==> src/rtl/matmul_sequencer.sv <==
// Job controller for the 4-bit matrix-multiply accelerator: loads W and X into the
// bank from a host stream, then walks every output element issuing reads and MAC strobes.
module matmul_sequencer (
  input  logic       clk,
  input  logic       rst_n,
  input  logic       start,
  input  logic       abort,
  input  logic [1:0] row_w,
  input  logic [1:0] col_w,
  input  logic [1:0] row_x,
  input  logic [1:0] col_x,
  input  logic       in_valid,
  input  logic [3:0] in_data,
  output logic       in_ready,
  output logic       busy,
  output logic       err_dim,
  output logic       mem_clear,
  output logic       mem_we,
  output logic       mem_sel,
  output logic [3:0] mem_addr,
  output logic [3:0] mem_wdata,
  output logic [3:0] w_rd_addr,
  output logic [3:0] x_rd_addr,
  output logic       mac_clear,
  output logic       mac_ld,
  output logic       out_valid,
  output logic [1:0] out_row,
  output logic [1:0] out_col,
  output logic       done,
  output logic [2:0] dbg_state
);

  typedef enum logic [2:0] {
    S_IDLE   = 3'd0,
    S_CLRMEM = 3'd1,
    S_LOAD_W = 3'd2,
    S_LOAD_X = 3'd3,
    S_CLRACC = 3'd4,
    S_MAC    = 3'd5,
    S_EMIT   = 3'd6,
    S_DONE   = 3'd7
  } state_t;

  state_t     state, next_state;
  logic [1:0] rw, cw, rx, cx;
  logic [3:0] ld_cnt;
  logic [1:0] i, j, k;
  logic [3:0] w_base, w_addr, x_addr;
  logic [1:0] row_q, col_q;
  logic       err_q;

  logic       dims_ok, loading, beat, load_end;
  logic       last_k, last_i, last_j;
  logic [3:0] w_total, x_total, ld_total;

  // Handshake: a load beat transfers in any cycle where in_valid and in_ready are both high.
  assign dims_ok  = (row_w != 2'd0) && (col_w != 2'd0) && (row_x != 2'd0) &&
                    (col_x != 2'd0) && (col_w == row_x);
  assign loading  = (state == S_LOAD_W) || (state == S_LOAD_X);
  assign beat     = in_valid && loading;
  assign w_total  = {2'b00, rw} * {2'b00, cw};
  assign x_total  = {2'b00, rx} * {2'b00, cx};
  assign ld_total = (state == S_LOAD_W) ? w_total : x_total;
  assign load_end = beat && (ld_cnt == ld_total - 4'd1);
  assign last_k   = (k == cw - 2'd1);
  assign last_i   = (i == rw - 2'd1);
  assign last_j   = (j == cx - 2'd1);
  assign dbg_state = state;

  always_ff @(posedge clk or negedge rst_n) begin
    if (!rst_n) state <= S_IDLE;
    else        state <= next_state;
  end

  always_comb begin
    next_state = state;
    case (state)
      S_IDLE:   if (start && dims_ok) next_state = S_CLRMEM;
      S_CLRMEM: next_state = S_LOAD_W;
      S_LOAD_W: if (load_end) next_state = S_LOAD_X;
      S_LOAD_X: if (load_end) next_state = S_CLRACC;
      S_CLRACC: next_state = S_MAC;
      S_MAC:    if (last_k) next_state = S_EMIT;
      S_EMIT:   next_state = (last_i && last_j) ? S_DONE : S_CLRACC;
      S_DONE:   next_state = S_IDLE;
      default:  next_state = S_IDLE;
    endcase
    if (abort && (state != S_IDLE)) next_state = S_IDLE;
  end

  // Read addresses advance by addition: +1 along a W row, +col_x down an X column.
  always_ff @(posedge clk or negedge rst_n) begin
    if (!rst_n) begin
      rw <= '0; cw <= '0; rx <= '0; cx <= '0;
      ld_cnt <= '0; i <= '0; j <= '0; k <= '0;
      w_base <= '0; w_addr <= '0; x_addr <= '0;
      row_q <= '0; col_q <= '0; err_q <= 1'b0;
    end else begin
      err_q <= (state == S_IDLE) && start && !dims_ok;
      case (state)
        S_IDLE: if (start && dims_ok) begin
          rw <= row_w; cw <= col_w; rx <= row_x; cx <= col_x;
          ld_cnt <= '0; i <= '0; j <= '0; k <= '0; w_base <= '0;
        end
        S_LOAD_W, S_LOAD_X: if (beat) ld_cnt <= load_end ? 4'd0 : ld_cnt + 4'd1;
        S_CLRACC: begin
          k      <= '0;
          w_addr <= w_base;
          x_addr <= {2'b00, j};
        end
        S_MAC: begin
          k      <= k + 2'd1;
          w_addr <= w_addr + 4'd1;
          x_addr <= x_addr + {2'b00, cx};
        end
        S_EMIT: begin
          row_q <= i;
          col_q <= j;
          if (last_j) begin
            j      <= '0;
            i      <= i + 2'd1;
            w_base <= w_base + {2'b00, cw};
          end else begin
            j <= j + 2'd1;
          end
        end
        default: ;
      endcase
    end
  end

  always_comb begin
    in_ready  = loading;
    busy      = (state != S_IDLE);
    err_dim   = err_q;
    mem_clear = 1'b0;
    mem_we    = beat;
    mem_sel   = 1'b0;
    mem_addr  = beat ? ld_cnt : 4'd0;
    mem_wdata = beat ? in_data : 4'd0;
    w_rd_addr = 4'd0;
    x_rd_addr = 4'd0;
    mac_clear = 1'b0;
    mac_ld    = 1'b0;
    out_valid = 1'b0;
    out_row   = row_q;
    out_col   = col_q;
    done      = 1'b0;
    case (state)
      S_CLRMEM: mem_clear = 1'b1;
      S_LOAD_X: mem_sel = beat;
      S_CLRACC: mac_clear = 1'b1;
      S_MAC: begin
        mac_ld    = 1'b1;
        w_rd_addr = w_addr;
        x_rd_addr = x_addr;
      end
      S_EMIT: begin
        out_valid = 1'b1;
        out_row   = i;
        out_col   = j;
      end
      S_DONE:  done = 1'b1;
      default: ;
    endcase
  end

endmodule

==> config.mk <==
export PLATFORM = sky130hd
export DESIGN_NAME = matmul_sequencer
export DESIGN_NICKNAME = d
export VERILOG_FILES = /design/src/rtl/matmul_sequencer.sv
export SDC_FILE = /design/constraint.sdc
export NUM_CORES = 1
export LEC_CHECK = 0
export CORE_MARGIN = 3
export CORE_UTILIZATION = 53
export CTS_BUF_LIST = sky130_fd_sc_hd__clkbuf_2
export DETAILED_ROUTE_END_ITERATION = 16
export GPL_ROUTABILITY_DRIVEN = 1
export GPL_TIMING_DRIVEN = 1
export PLACE_DENSITY = 0.81
export REMOVE_ABC_BUFFERS = 1
export SLEW_MARGIN = 20
export SYNTH_ARGS = -nofsm -noshare
export SYNTH_HDL_FRONTEND = slang
export SYNTH_SLANG_ARGS = --single-unit
==> constraint.sdc <==
create_clock -name clk -period 3.3 [get_ports clk]
set_input_delay 0.66 -clock clk [delete_from_list [all_inputs] [get_ports clk]]
set_output_delay 0.66 -clock clk [all_outputs]
set_load 0.01 [all_outputs]
==> results of run 1 <==
==> worst register-to-register path: stages, from the launching register on <==
cell	delay, ns
dfrtp_1	0.63
nor3b_4	0.39
mux2i_1	0.32
inv_1	0.07
ha_1	0.31
xnor2_1	0.14
nor3_2	0.22
a31oi_1	0.20
a221o_1	0.33
==> power groups by stage <==
stage | sequential [mW] | combinational (mW) | clock, mW
floorplan | 0.754 | 0.697 | 0
global placement | 0.770 | 0.987 | 0
detailed placement | 0.775 | 1.03 | 0
CTS | 0.763 | 1.03 | 0.206
global route | 0.794 | 1.17 | 0.222
finish | 0.766 | 1.02 | 0.198
==> final cells by class <==
class,instances,area (um2),share of cell area
multi-input combinational,198,1390,0.459
sequential,38,951,0.315
timing repair buffer,55,536,0.177
tap,50,62.6,0.0207
inverter,12,45.0,0.0149
clock buffer,6,30.0,0.00995
clock inverter,2,8.76,0.00290
==> routing by layer <==
layer / part of all wire / GRT usage
met5: 0 / 0
met4: 0.015 / 0.0503
met3: 0.057 / 0.0520
met2: 0.46 / 0.351
met1: 0.47 / 0.304
==> state kept, by name, summed over array words and instances, names as in the netlist <==
signal	count
err_dim	1
rx	2
rw	2
i	2
cx	2
x_addr	4
j	2
col_q	2
cw	2
w_addr	4
k	2
w_base	4
row_q	2
ld_cnt	4
dbg_state	3
==> through the flow <==
step	hold WS [ns]	total power, mW	setup WS, ns	instances	utilization
finish	0.494	1.99	0.396	361	0.718
global route	0.528	2.18	0.204	361	0.718
CTS	0.499	2.00	0.369	361	0.718
detailed placement	0.457	1.80	0.414	353	0.709
global placement	0.450	1.76	0.456	353	0.709
floorplan	0.364	1.45	0.731	248	-
==> cells by family (layout without fill, tap and decap cells) <==
family / Yosys count / in the layout / share of synthesized area
adders and majority gates: 14 / 14 / 0.0775
DFF: 38 / 38 / 0.393
AOI/OAI and AO/OA: 55 / 55 / 0.144
muxes: 19 / 19 / 0.0842
xor gates and xnor gates: 11 / 11 / 0.0398
buffers and inverters: 22 / 75 / 0.0356
and+or+nand+nor: 99 / 99 / 0.227
==> placed cells by master (no fill, tap or decap), types with 4 or more instances in the layout <==
| master | instances |
|---|---|
| ha_1 | 11 |
| inv_1 | 10 |
| dfrtp_1 | 38 |
| nor3b_1 | 4 |
| and2_1 | 9 |
| nor2_1 | 12 |
| clkdlybuf4s50_1 | 49 |
| a31oi_1 | 4 |
| buf_4 | 6 |
| and3_1 | 19 |
| xnor2_1 | 9 |
| o21ai_0 | 18 |
| a22o_1 | 5 |
| nand2_1 | 27 |
| nand2b_1 | 5 |
| a21o_1 | 4 |
| mux2_2 | 8 |
| clkbuf_2 | 6 |
| nand3_1 | 6 |
| mux2i_1 | 10 |
| a21oi_1 | 11 |
==> worst max path at each step <==
stage                 end  slack [ns]
6_report        mac_clear        0.40
5_1_grt        out_col[1]        0.20
4_1_cts        out_row[1]        0.37
3_5_place_dp         i[0]        0.41
3_3_place_gp         i[0]        0.46
2_1_floorplan   ld_cnt[2]        0.73
==> flow_metrics.py, run 1 <==
metrics = {
    "route": {
        "routedWlPerCell_um": 14.4,
        "wirelength_mm": 5.21,
        "drc_errors": 0,
        "initialDrtViolationCount": 147,
        "vias": 2031,
        "drtAntennaViolNets": 0,
        "vias_per_cell": 5.63,
        "first_pass_iters": 4,
    },
    "synthesis": {
        "yosysTopAreaCell": "dfrtp_1",
        "synth.most_common_cell": "dfrtp_1",
        "synth_top_cell_area_share": 0.393,
        "ys_seq_elements": 38,
        "synth.cell_area_um2": 2420,
        "ys_types": 46,
        "synth_ff_type": "dfrtp_1",
        "synth_edf_count": 0,
        "syn_inst": 258,
        "async_flop_share": 1.00,
        "synth.area.top_cells": "dfrtp_1 39%, ha_1 5.7%, and3_1 4.9%",
        "yosysSeqAreaShare": 0.393,
        "synth_common_cells": "38 x dfrtp_1, 27 x nand2_1, 19 x and3_1, 18 x o21ai_0, 12 x nor2_1",
        "yosysWarnings": 0,
        "synth_area_per_cell_um2": 9.39,
    },
    "finish": {
        "fillCellCount": 355,
        "syn_to_final_growth_pct": 24.6,
        "drive_gt1_frac": 0.0932,
        "nets": 340,
        "final_area_um2": 3020,
        "n_antenna_cell": 0,
    },
    "placement": {
        "place_hpwl_mm": 4.00,
        "portBuffers": 49,
        "globalplace.congestion": 0.804,
        "place_area_um2": 2980,
    },
    "power_and_ir_drop": {
        "leakagePower_nw": 1.41,
        "swShare": 0.417,
        "p_sw_uw": 827,
        "internal_power_mw": 1.16,
        "power_density_nw_per_um2": 658,
        "pwr-share-comb": 0.514,
        "p_seq_frac": 0.386,
        "peakVddDrop_v": 0.000414,
        "pwr-share-clk": 0.100,
    },
    "sta": {
        "maxSlewHeadroom": 0.677,
        "period_needed_ns": 2.90,
        "tightest_slew_ns": 0.485,
        "hold_violations": 0,
        "setup_violations": 0,
        "max_clock_freq_mhz": 344,
        "maxSlewViolCount": 0,
        "rsz0062_at_grt": "false",
        "fin_crit_sh": 0.880,
        "tns_ns": 0,
        "fin_worst_skew_ns": 0.0180,
    },
    "worst_setup_path": {
        "startpoint": "dbg_state[2]",
        "slowest_stage": "dfrtp_1",
        "slowest_delay_ns": 0.68,
        "reg2reg_to": "ld_cnt[2]",
        "reg2regPathDepth": 8,
        "critPathBufInv": 3,
        "worstPathRequired_ns": 2.64,
        "worst-path-max-fanout": 22,
        "crit_cells": 5,
        "path_cells": "nor2b_1, buf_4, nand2b_1, inv_1, clkdlybuf4s50_1",
        "cp_top_family": "buffers and inverters",
        "critical_path_arrival_ns": 2.24,
        "end_kind": "output pin",
        "r2r_slack_ns": 0.60,
        "startpoint_type": "register",
        "path_class": "register to output pin",
        "r2r-start": "dbg_state[1]",
    },
    "floorplan": {
        "dieArea_um2": 5420,
        "start_util": 0.577,
        "io_pins": 50,
        "die-height_um": 73.6,
        "fp.dieW_um": 73.6,
        "rows": 23,
        "core_um2": 4200,
    },
    "worst_hold_path": {
        "hold_end": "row_q[0]",
        "hold_path_class": "register to register",
        "hold_depth": 2,
        "min-delay-start": "row_q[0]",
    },
    "job": {
        "drv_cap": 0,
    },
    "clocking": {
        "numCtsBuffers": 5,
        "root_buffer": "clkbuf_2",
        "cts.sinks": 38,
        "post_cts_buffers": 0,
        "clk_latency_ns": 0.39,
        "path_clk_slew_ns": 0.18,
        "cts-htree-levels": 2,
        "post_cts_resize_count": 0,
        "tritoncts": "yes",
        "cts.hold.buffers_added": 0,
        "clockBufferDepth": 2,
    },
    "global_routing": {
        "grt_pass1_vias": 2047,
        "overflow": 0,
        "grt_antenna_before_repair": 0,
        "grtUsageTotal": 0.220,
        "grt_max_degree": 39,
        "grt_pass1_wl_mm": 9.32,
    },
    "status": {
        "status": "completed",
    },
}
No activity file was read; power rests on OpenSTA's default activity.
==> inputs of run 2 (changes only) <==
CORE_ASPECT_RATIO = 1.2   (was default)
HOLD_SLACK_MARGIN = 0.05   (was default)
PLACE_DENSITY = 0.82   (was 0.81)
==> run 2 against run 1 <==
Worst setup slack lost 0.049 ns. Maximum frequency shrank 1.7%. Sequential share of layout area grew 0.079 points. Worst hold slack lost 0.17 ns. Routed wire length shrank 3.0%. Critical endpoint is now out_col[0].
==> flow_metrics.py, run 2 (synthesized netlist as in run 1, its figures left out) <==
metrics = {
    "placement": {
        "dp.cells": 357,
        "place_hpwl_mm": 3.78,
        "globalplace.congestion": 0.834,
        "portBuffers": 49,
    },
    "worst_setup_path": {
        "slowest_stage": "dfrtp_1",
        "path_cells": "nand3b_1, buf_4, clkinv_1, nand2_1, nand2_1, clkdlybuf4s50_1",
        "critical_path_arrival_ns": 2.29,
        "slowest_delay_ns": 0.70,
        "startpoint_type": "register",
        "worstPathRequired_ns": 2.64,
        "worst-path-max-fanout": 14,
        "path_class": "register to output pin",
        "end_kind": "output pin",
        "cp_common_cell": "nand2_1",
    },
    "floorplan": {
        "core_um2": 4330,
        "dieArea_um2": 5420,
        "rows": 26,
        "start_util": 0.560,
        "fp.dieW_um": 67.7,
        "die-height_um": 80.1,
        "io_pins": 50,
    },
    "sta": {
        "fin_crit_sh": 0.895,
        "whs_ns": 0.323,
        "tightest_slew_ns": 0.840,
        "tns_ns": 0,
        "fin_worst_skew_ns": 0.0138,
        "maxSlewViolCount": 0,
        "rsz0062_at_grt": "false",
        "max_clock_freq_mhz": 339,
        "maxSlewHeadroom": 0.440,
        "hold_violations": 0,
        "setup_violations": 0,
        "period_needed_ns": 2.95,
    },
    "global_routing": {
        "overflow": 0,
        "grt_pass1_wl_mm": 8.70,
        "grt_pass1_vias": 1992,
        "grtUsageTotal": 0.209,
        "grt_max_degree": 39,
        "grt_antenna_before_repair": 0,
    },
    "worst_hold_path": {
        "hold_path_class": "primary input to asynchronous set/reset pin",
    },
    "power_and_ir_drop": {
        "leakagePower_nw": 1.39,
        "power_density_nw_per_um2": 658,
        "peakVddDrop_v": 0.000396,
    },
    "finish": {
        "stdcell_count": 365,
        "syn_to_final_growth_pct": 24.3,
        "drive_gt1_frac": 0.0939,
        "mostFrequentLayoutCell": "clkdlybuf4s50_1",
        "final_cell_mix": "48 x clkdlybuf4s50_1, 38 x dfrtp_1, 27 x nand2_1",
        "nets": 338,
        "n_antenna_cell": 0,
        "fillCellCount": 351,
    },
    "clocking": {
        "post_cts_buffers": 0,
        "cts-htree-levels": 2,
        "tritoncts": "yes",
        "clk_latency_ns": 0.40,
        "root_buffer": "clkbuf_2",
        "numCtsBuffers": 5,
        "clockBufferDepth": 2,
        "cts.sinks": 38,
        "path_clk_slew_ns": 0.21,
    },
    "route": {
        "first_pass_iters": 5,
        "wirelength_mm": 5.05,
        "routedWlPerCell_um": 13.8,
        "drc_errors": 0,
        "initialDrtViolationCount": 154,
        "vias_per_cell": 5.61,
        "vias": 2046,
        "drtAntennaViolNets": 0,
    },
    "job": {
        "drv_cap": 0,
    },
    "status": {
        "status": "completed",
    },
}
==> run 2: layout make-up <==
cell class | instances | area [um2] | area share
Tap cell | 56 | 70.1 | 0.0233
Clock buffer | 5 | 25.0 | 0.00831
Clock inverter | 3 | 16.3 | 0.00540
Sequential cell | 38 | 951 | 0.316
Inverter | 12 | 45.0 | 0.0150
Timing Repair Buffer | 53 | 515 | 0.171
Multi-Input combinational cell | 198 | 1390 | 0.461
==> run 2: critical path: cells and delay by family (launching register included) <==
kind	cells	cell delay [ns]
AND/OR/NAND/NOR	3	0.30
buffers and inverters	3	0.89
flip-flops	1	0.70
==> run 2: metal layers <==
layer | track usage | up-vias | share of wire
li1 | - | 1021 | -
met3 | 0.0406 | 6 | 0.050
met5 | 0 | - | 0
met4 | 0.0730 | 0 | 0.016
met1 | 0.274 | 959 | 0.46
met2 | 0.341 | 60 | 0.47
==> run 2: power by group <==
part           internal, mW  total [mW]  switching, mW
clock network        0.0483       0.210          0.162
registers             0.587       0.765          0.177
logic                 0.515        1.00          0.490
==> run 2: worst paths after layout <==
path                         startpoint          to  slack (ns)  cells past startpoint
setup reg to reg           dbg_state[1]   ld_cnt[2]        0.62                      8
hold reg to reg                col_q[1]    col_q[1]        0.50                      2
max in group asynchronous         rst_n       rx[0]        2.44                      1
min in group clk               col_q[1]    col_q[1]        0.50                      2
hold / removal                    rst_n   x_addr[3]        0.32                      1
setup / recovery           dbg_state[2]  out_col[0]        0.35                      6
==> run 2: timing repair <==
action / CTS / global route
endpoints found under the setup margin: 0 / 1
gates resized for setup: 0 / 1
hold buffers: 0 / 0
==> run 2: metrics by stage <==
step                area (um2)  worst slack (ns)   util  total power [mW]
floorplan                 2380             0.731      -              1.45
global placement          2970             0.471  0.686              1.74
detailed placement        2970             0.431  0.686              1.77
CTS                       3010             0.170  0.695              1.99
global route              3010             0.100  0.696              2.15
finish                    3010             0.346  0.696              1.98
==> inputs of run 3 (changes only) <==
CAP_MARGIN = 40   (was default)
==> run 3 against run 2 <==
Worst hold slack worse by 0.22 ns. Register-to-register slack worse by 0.04 ns. First-iteration DRC count decreased by 32%. Clock-buffer cell count is the same. Total power about the same. Sequential cell count unchanged. Cell count rose by 0.27%. Non-clock buffer count increased by 1. Highest routed layer unchanged.
==> flow_metrics.py, run 3 (synthesized netlist as in run 1, its figures left out) <==
metrics = {
    "status": {
        "status": "completed",
    },
    "floorplan": {
        "dieArea_um2": 5420,
        "die-height_um": 80.1,
        "core_um2": 4330,
        "start_util": 0.560,
        "fp.dieW_um": 67.7,
        "io_pins": 50,
        "rows": 26,
    },
    "finish": {
        "stdcell_count": 366,
        "seqCellArea_um2": 951,
        "multi_input_area_um2": 1390,
        "final_area_um2": 3030,
        "nets": 339,
        "final_cell_mix": "48 x clkdlybuf4s50_1, 38 x dfrtp_1, 27 x nand2_1",
        "drive_gt1_frac": 0.0968,
        "syn_to_final_growth_pct": 25.1,
        "fillCellCount": 347,
        "n_antenna_cell": 0,
        "mostFrequentLayoutCell": "clkdlybuf4s50_1",
    },
    "sta": {
        "maxSlewViolCount": 0,
        "whs_ns": 0.107,
        "tns_ns": 0,
        "max_clock_freq_mhz": 337,
        "fin_worst_skew_ns": 0.0127,
        "setup_violations": 0,
        "tightest_slew_ns": 0.504,
        "hold_violations": 0,
        "maxSlewHeadroom": 0.664,
        "period_needed_ns": 2.97,
        "fin_crit_sh": 0.900,
        "rsz0062_at_grt": "false",
    },
    "worst_setup_path": {
        "reg2regPathDepth": 8,
        "worstPathRequired_ns": 2.64,
        "critical_path_arrival_ns": 2.31,
        "reg2reg_to": "ld_cnt[2]",
        "r2r_slack_ns": 0.58,
        "path_class": "register to output pin",
        "end_kind": "output pin",
        "startpoint": "dbg_state[1]",
        "r2r-start": "dbg_state[1]",
        "startpoint_type": "register",
        "cp-endpoint": "mem_we",
        "worst-path-max-fanout": 13,
    },
    "global_routing": {
        "overflow": 0,
        "grt_antenna_before_repair": 0,
        "grt_pass1_vias": 2010,
        "grt_pass1_wl_mm": 8.77,
        "grt_max_degree": 27,
        "grtUsageTotal": 0.210,
    },
    "power_and_ir_drop": {
        "power_density_nw_per_um2": 653,
        "leakagePower_nw": 1.40,
        "peakVddDrop_v": 0.000525,
    },
    "route": {
        "vias": 2016,
        "routedWlPerCell_um": 13.9,
        "wirelength_mm": 5.07,
        "drtAntennaViolNets": 0,
        "vias_per_cell": 5.51,
        "drc_errors": 0,
        "initialDrtViolationCount": 104,
        "first_pass_iters": 5,
    },
    "clocking": {
        "path_clk_slew_ns": 0.21,
        "tritoncts": "yes",
        "clk_latency_ns": 0.40,
        "cts-htree-levels": 2,
        "clockBufferDepth": 2,
        "numCtsBuffers": 5,
        "cts.sinks": 38,
        "root_buffer": "clkbuf_2",
    },
    "placement": {
        "dp.cells": 358,
        "globalplace.congestion": 0.834,
        "place_area_um2": 2990,
        "portBuffers": 49,
        "place_hpwl_mm": 3.86,
    },
    "job": {
        "drv_cap": 0,
    },
    "worst_hold_path": {
        "hold_path_class": "primary input to asynchronous set/reset pin",
    },
}
[run 3: layout make-up]
type	count	share of cell area
sequential	38	0.314
inverter	12	0.0149
multi-input combinational	198	0.458
clock inverter	3	0.00537
timing repair buffer	54	0.177
clock buffer	5	0.00826
tap	56	0.0231
[run 3: power by group]
group          switching, mW  total, mW  internal [mW]  leakage [nW]
combinational          0.489       1.01          0.517         0.881
sequential             0.175      0.762          0.587         0.496
clock                  0.163      0.212         0.0483        0.0264
[run 3: through the flow]
| step | power [mW] | worst slack, ns | util |
|---|---|---|---|
| 2_1_floorplan | 1.45 | 0.731 | - |
| 3_3_place_gp | 1.74 | 0.471 | 0.686 |
| 3_5_place_dp | 1.78 | 0.431 | 0.690 |
| 4_1_cts | 1.99 | 0.138 | 0.700 |
| 5_1_grt | 2.16 | 0.100 | 0.700 |
| 6_report | 1.98 | 0.331 | 0.700 |
[run 3: critical path: stages, from the launching register on]
cell and delay (ns):
dfrtp_1 0.65, inv_2 0.09, nor2_2 0.34, nand2_1 0.19, inv_1 0.11, clkdlybuf4s50_1 0.53
[run 3: layer usage]
layer / wire (um) / GRT usage / share of wire
met1: 2330 / 0.270 / 0.46
met2: 2370 / 0.334 / 0.47
met3: 236 / 0.0434 / 0.047
met4: 133 / 0.0953 / 0.026
met5: 0 / 0 / 0
[run 3: worst min path at each step]
stage | startpoint | end | slack (ns) | cells after the start
3_5_place_dp | col_q[1] | col_q[1] | 0.46 | 2
5_1_grt | rst_n | x_addr[2] | 0.09 | 1
3_3_place_gp | row_q[0] | row_q[0] | 0.45 | 2
4_1_cts | rst_n | x_addr[2] | 0.1 | 1
6_report | rst_n | x_addr[2] | 0.11 | 1
2_1_floorplan | rst_n | col_q[0] | 0.36 | 0
[run 3: what timing repair did]
item                                    CTS  global route
hold buffers                              0             0
buffers inserted                          0             0
endpoints found under the setup margin    0             1
gates resized for setup                   0             1
